==> src/rtl/hamming_7_4_decoder_pipe.sv <==
// rtl/hamming_7_4_decoder_pipe.sv - Hamming(7,4) SEC decoder, 2-stage valid/ready pipeline with saturating stats
module hamming_7_4_decoder_pipe #(
  parameter int P     = 3,
  parameter int CNT_W = 16
) (
  input  logic               clk,
  input  logic               rst,
  input  logic               in_valid,
  output logic               in_ready,
  input  logic [2**P-2:0]    in_msg,
  output logic               out_valid,
  input  logic               out_ready,
  output logic [2**P-P-2:0]  out_data,
  output logic               out_corrected,
  output logic [P-1:0]       out_syndrome,
  input  logic               cnt_clear,
  output logic [CNT_W-1:0]   word_cnt,
  output logic [CNT_W-1:0]   corr_cnt
);

  localparam int N = 2**P - 1;
  localparam int K = 2**P - P - 1;

  logic         s1_valid;
  logic [N-1:0] s1_msg;
  logic [P-1:0] s1_syn;

  logic         s1_load;
  logic         s2_load;
  logic         out_xfer;
  logic [P-1:0] in_syn;
  logic [N-1:0] fix_msg;
  logic [K-1:0] fix_data;

  assign s2_load  = !out_valid || out_ready;
  assign s1_load  = !s1_valid || s2_load;
  assign in_ready = s1_load;
  assign out_xfer = out_valid && out_ready;

  always_comb begin
    in_syn    = '0;
    in_syn[0] = ^{in_msg[0], in_msg[2], in_msg[4], in_msg[6]};
    in_syn[1] = ^{in_msg[1], in_msg[2], in_msg[5], in_msg[6]};
    in_syn[2] = ^{in_msg[3], in_msg[4], in_msg[5], in_msg[6]};
  end

  // The syndrome is the 1-based position of the bad bit, so a nonzero value flips exactly one bit.
  always_comb begin
    fix_msg = s1_msg;
    if (s1_syn != '0)
      fix_msg = s1_msg ^ (N'(1) << (s1_syn - 1'b1));
    fix_data = {fix_msg[6], fix_msg[5], fix_msg[4], fix_msg[2]};
  end

  always_ff @(posedge clk) begin
    if (rst) begin
      s1_valid <= 1'b0;
      s1_msg   <= '0;
      s1_syn   <= '0;
    end else if (s1_load) begin
      s1_valid <= in_valid;
      if (in_valid) begin
        s1_msg <= in_msg;
        s1_syn <= in_syn;
      end
    end
  end

  always_ff @(posedge clk) begin
    if (rst) begin
      out_valid     <= 1'b0;
      out_data      <= '0;
      out_corrected <= 1'b0;
      out_syndrome  <= '0;
    end else if (s2_load) begin
      out_valid <= s1_valid;
      if (s1_valid) begin
        out_data      <= fix_data;
        out_corrected <= (s1_syn != '0);
        out_syndrome  <= s1_syn;
      end
    end
  end

  // Clear beats a same-cycle delivery; counters stick at all-ones rather than wrap.
  always_ff @(posedge clk) begin
    if (rst || cnt_clear) begin
      word_cnt <= '0;
      corr_cnt <= '0;
    end else if (out_xfer) begin
      if (word_cnt != '1)
        word_cnt <= word_cnt + 1'b1;
      if (out_corrected && (corr_cnt != '1))
        corr_cnt <= corr_cnt + 1'b1;
    end
  end

endmodule

==> config.mk <==
export PLATFORM = sky130hd
export DESIGN_NAME = hamming_7_4_decoder_pipe
export DESIGN_NICKNAME = d
export VERILOG_FILES = /design/src/rtl/hamming_7_4_decoder_pipe.sv
export SDC_FILE = /design/constraint.sdc
export NUM_CORES = 1
export LEC_CHECK = 0
export CAP_MARGIN = 20
export CELL_PAD_IN_SITES_DETAIL_PLACEMENT = 1
export CELL_PAD_IN_SITES_GLOBAL_PLACEMENT = 1
export CORE_MARGIN = 5
export CORE_UTILIZATION = 40
export CTS_CLUSTER_DIAMETER = 80
export CTS_CLUSTER_SIZE = 28
export DETAILED_ROUTE_END_ITERATION = 8
export PLACE_DENSITY_LB_ADDON = 0.1
export SYNTH_ARGS = -nofsm -noshare
export SYNTH_HDL_FRONTEND = slang
export SYNTH_SLANG_ARGS = --single-unit
==> constraint.sdc <==
create_clock -name clk -period 3.49 [get_ports clk]
set_input_delay 0.698 -clock clk [delete_from_list [all_inputs] [get_ports clk]]
set_output_delay 0.698 -clock clk [all_outputs]
set_load 0.05 [all_outputs]
# --- After elaboration in Yosys (flattened, before gate mapping) ---
# Cells that the tools add are included.
# W data, S select, Z words.
totals:
  reg_bits: 52
  input_bits: 12
classes:
  n_mux: 1
  bitwise: 1
  addsub: 3
  n_shift: 1
  reduce_logical: 15
  eq_ne: 2
op_table:
  columns: ["operator", "n"]
  rows:
  - ["$add A16 B1 Y16 const B", 2]
  - ["$ne A16 B16 Y1 const B", 2]
  - ["$reduce_xor A4 Y1", 3]
  - ["$reduce_and A2 Y1", 4]
  - ["$mux W7", 1]
  - ["$shl A1 B3 Y7 const A", 1]
  - ["$xor A7 B7 Y7", 1]
  - ["$logic_or A1 B1 Y1", 3]
  - ["$reduce_bool A3 Y1", 1]
  - ["$sub A3 B1 Y3 const B", 1]
  - ["$logic_and A1 B1 Y1", 2]
  - ["$logic_not A1 Y1", 2]

# --- Longest topological paths before layout ---
logic_depth:
  ltp_word: 4
  ltp_mapped: 6
  mapped_depth_nobuf: 5

# --- Worst setup path before layout ---
# Ideal clock, no wire load.
synth_path:
  path_type: "flip-flop to flip-flop"
  start: "register word_cnt[1]"
  end: "register word_cnt[14]"
  slack_ns: 1.323
  setup_time_ns: 0.144
  path_stages_with_launch: 6
  arrival_time_ns: 2.023
  path_buffers: 0
  path_cell_list: "dfxtp_1 > ha_1 > nand3_2 > or4b_4 > o311ai_1 > o41ai_1"
synth_via:
  elab_chain_len: 2
  word_cells_on_any_way: 3
  classes_between: "add/sub (1); eq/ne (1); reduce/logical (1)"
synth_lines:
  columns: ["element", "line_no", "text"]
  rows:
  - ["start: declaration", "17", "output logic [CNT_W-1:0] word_cnt,"]
  - ["start signal: assignment", "92", "word_cnt <= word_cnt + 1'b1;"]
  - ["branches (longest 2 deep; another with $add A16 B1 Y16)", null, null]
# Parallel ways; which one is timed is not known.
# A chain may end at the register's enable or synchronous reset.

# --- Worst setup path in the final report ---
layout_path:
  start: "input port out_ready"
  end: "output port in_ready"
layout_via:
  elab_chain_len: 2
layout_lines:
  columns: ["element", "line_no", "text"]
  rows:
  - ["start: declaration", "12", "input logic out_ready,"]
  - ["$logic_or A1 B1 Y1", "35", "assign s2_load = !out_valid || out_ready;"]
  - ["$logic_or A1 B1 Y1", "36", "assign s1_load = !s1_valid || s2_load;"]
  - ["end: declaration", "9", "output logic in_ready,"]
# No other way between the ends.

==> results_dict.tcl <==
set metrics [dict create \
    synth_area_mm2 0.00247 \
    p_seq_frac 0.491 \
    coreArea_mm2 0.00596 \
    portBuffers 53 \
    clockBufferDepth 2 \
    m1WireLength_mm 3.06 \
    ys_types 42 \
    worst_pin_slew_ps 593 \
    initial_core_util 0.414 \
    yosysWarnings 0 \
    synth-xor-area-share 0.0426 \
    place.gp.congestion 0.783 \
    relSlewSlack 0.601 \
    route.top_layer_used "met4" \
    grt_pass1_wl_mm 11.3 \
    grt_max_degree 24 \
    clkTransAtPathRegs_ps 100 \
    drc_errors 0 \
    fin_tns_setup_ps 0 \
    post_cts_buffers 0 \
    crit_type "in2out" \
    syn_to_final_growth_pct 29.3 \
    cts-hold-fix-buffers 0 \
    p_leak_nw 1.03 \
    dieArea_mm2 0.00784 \
    yosys.area_share.simple 0.286 \
    pre_cts_ws_ps 513 \
    routed_wl_mm 6.81 \
    slowest_stage "clkdlybuf4s50_1" \
    layout_commonest_cell "clkdlybuf4s50_1" \
    clockRootBuffer "clkbuf_8" \
    hold_depth 2 \
    dp_hpwl_mm 4.95 \
    cp_cell_sequence "clkdlybuf4s50_1 -> nand3b_1 -> clkdlybuf4s50_1" \
    dieHeight_um 88.5 \
    clk_latency_ps 310 \
    power.share.clock 0.409 \
    syn_nets 304 \
    final_cell_mix "clkdlybuf4s50_1, dfxtp_1, nor2_1, nand2_1, a21oi_1" \
    num_antenna_cells 0 \
    vias 2436 \
    r2r_cells 5 \
    fin_crit_sh 0.855 \
    synth_top_area_frac 0.398 \
    combPwrFrac 0.100 \
    ir_drop_mv 0.229 \
    vias_per_cell 5.87 \
    p_sw_mw 0.287 \
    wl_met2_mm 3.30 \
    cts_resized 0 \
    synth-compound-area-share 0.165 \
    synth_area_leaders "dfxtp_1, mux2i_1, a21oi_1, nand2_1, nor2_1" \
    internal_power_mw 0.907 \
    die_w_um 88.5 \
    cp.required_ps 2790 \
    synth_top_family_by_area "simple AND/OR/NAND/NOR gates" \
    power.density_mw_per_mm2 374 \
    path_common_cell "clkdlybuf4s50_1" \
    critPathMaxStageDelay_ps 820 \
    avgSynthCellArea_um2 8.50 \
    antenna_found_initial 0 \
    finalSetupViolCount 0 \
    drv_slew 0 \
    rows 28 \
    cp-start-kind "input port" \
    outcome "completed" \
    rsz0062_at_grt "false" \
    ys_ff_latch 49 \
    clock_skew_ps 8.58 \
    critPathArrivalTime_ps 2290 \
    nets 353 \
    synth_area_leader_cell "dfxtp_1" \
    min_path_type "reg2reg" \
    synthMuxAreaShare 0.0649 \
    gr-usage-all-layers 0.180 \
    synth_seq_area_share 0.398 \
    detail_route.first_pass.iterations 4 \
    min_period_ps 2980 \
    htreeDepth 2 \
    wl_met3_um 335 \
    drtIter0Drc 94 \
    cts_buffers 5 \
    cts_tree "done" \
    synthCells 290 \
    hold_viol 0 \
    antenna_left 0 \
    crit_path_end_kind "output pin" \
    drive_above_1_share 0.0647 \
    globalRouteOverflowTotal 0 \
    max_freq_ghz 0.335 \
    wl_per_cell_um 16.4 \
    setup_slack_ps 506 \
    synth_adder_area_share 0.0101 \
    ioPinCount 54 \
    p_sw_frac 0.240 \
    clock_sink_count 49 \
    grt_pass1_vias 2391 \
    maxCapViolCount 0 \
    worstPathMaxFanout 7 \
]
==> critical path, delay by kind of cell <==
family | cells | cell delay [ps]
and+or+nand+nor | 1 | 180
buffers and inverters | 2 | 1410
==> per-stage QoR <==
stage | power [mW] | hold WS (ps) | instances | utilization | area, um^2
2_1_floorplan | 0.675 | 434 | 290 | - | 2470
3_3_place_gp | 0.717 | 447 | 407 | 0.513 | 3060
3_5_place_dp | 0.720 | 470 | 407 | 0.513 | 3060
4_1_cts | 1.21 | 488 | 415 | 0.536 | 3190
5_1_grt | 1.23 | 513 | 415 | 0.536 | 3190
6_report | 1.19 | 484 | 415 | 0.536 | 3190
==> logic make-up after synthesis <==
| logic type | count (synthesis) |
|---|---|
| AO/OA/AOI/OAI | 61 |
| XOR/XNOR | 12 |
| adder cells (fa/ha/maj) | 2 |
| buffers and inverters | 20 |
| flip-flops | 49 |
| multiplexers | 16 |
| AND/OR/NAND/NOR | 130 |
==> cells in the mapped netlist, drive strengths merged <==
master  number
a211oi       9
a21o         1
o311ai       6
mux2i       16
a2111o       1
nand2       26
or2          2
nand2b       1
a31o         2
nor2        26
nand3b       1
nor4         4
and3         5
o21ai        9
nand3       15
and2         5
clkbuf      10
nor3         4
a21oi       20
nand4b       1
or3         13
o41ai        6
xnor2        9
or4b         1
xor2         3
o211ai       1
buf          5
ha           2
dfxtp       49
nand4       15
and4         4
or4          7
inv          5
o31ai        6
==> power by group through the flow <==
stage	Clock [mW]	Sequential, mW	Combinational (mW)
2_1_floorplan	0	0.618	0.0566
3_3_place_gp	0	0.599	0.118
3_5_place_dp	0	0.599	0.121
4_1_cts	0.499	0.586	0.121
5_1_grt	0.515	0.589	0.129
6_report	0.488	0.586	0.120
==> flip-flops by register name, summed over array words and instances (netlist names) <==
| register | cells |
|---|---|
| out_corrected | 1 |
| s1_syn | 3 |
| s1_msg | 4 |
| corr_cnt | 16 |
| out_syndrome | 3 |
| s1_valid | 1 |
| out_data | 4 |
| word_cnt | 16 |
| out_valid | 1 |
==> layer usage <==
layer / GRT usage / vias up
li1: - / 1184
met1: 0.225 / 1168
met2: 0.315 / 72
met3: 0.0354 / 12
met4: 0.0508 / 0
met5: 0 / -
==> final cells by class <==
class,count,area (um^2)
Clock buffer,5,68.8
Clock inverter,3,65.1
Fill cell,738,2770
Inverter,5,18.8
Multi-Input combinational cell,221,1400
Sequential cell,49,981
Tap cell,75,93.8
Timing Repair Buffer,57,561
==> worst paths after layout <==
| check | endpoint | slack, ps | startpoint |
|---|---|---|---|
| max | in_ready | 510 | out_ready |
| min | out_valid$_SDFFE_PP0P_ | 480 | s1_valid$_SDFFE_PP0P_ |
| max reg2reg | word_cnt[14]$_SDFFE_PP0P_ | 1570 | word_cnt[1]$_SDFFE_PP0P_ |
| min reg2reg | out_valid$_SDFFE_PP0P_ | 480 | s1_valid$_SDFFE_PP0P_ |
Power figures use the tool's default switching activity.
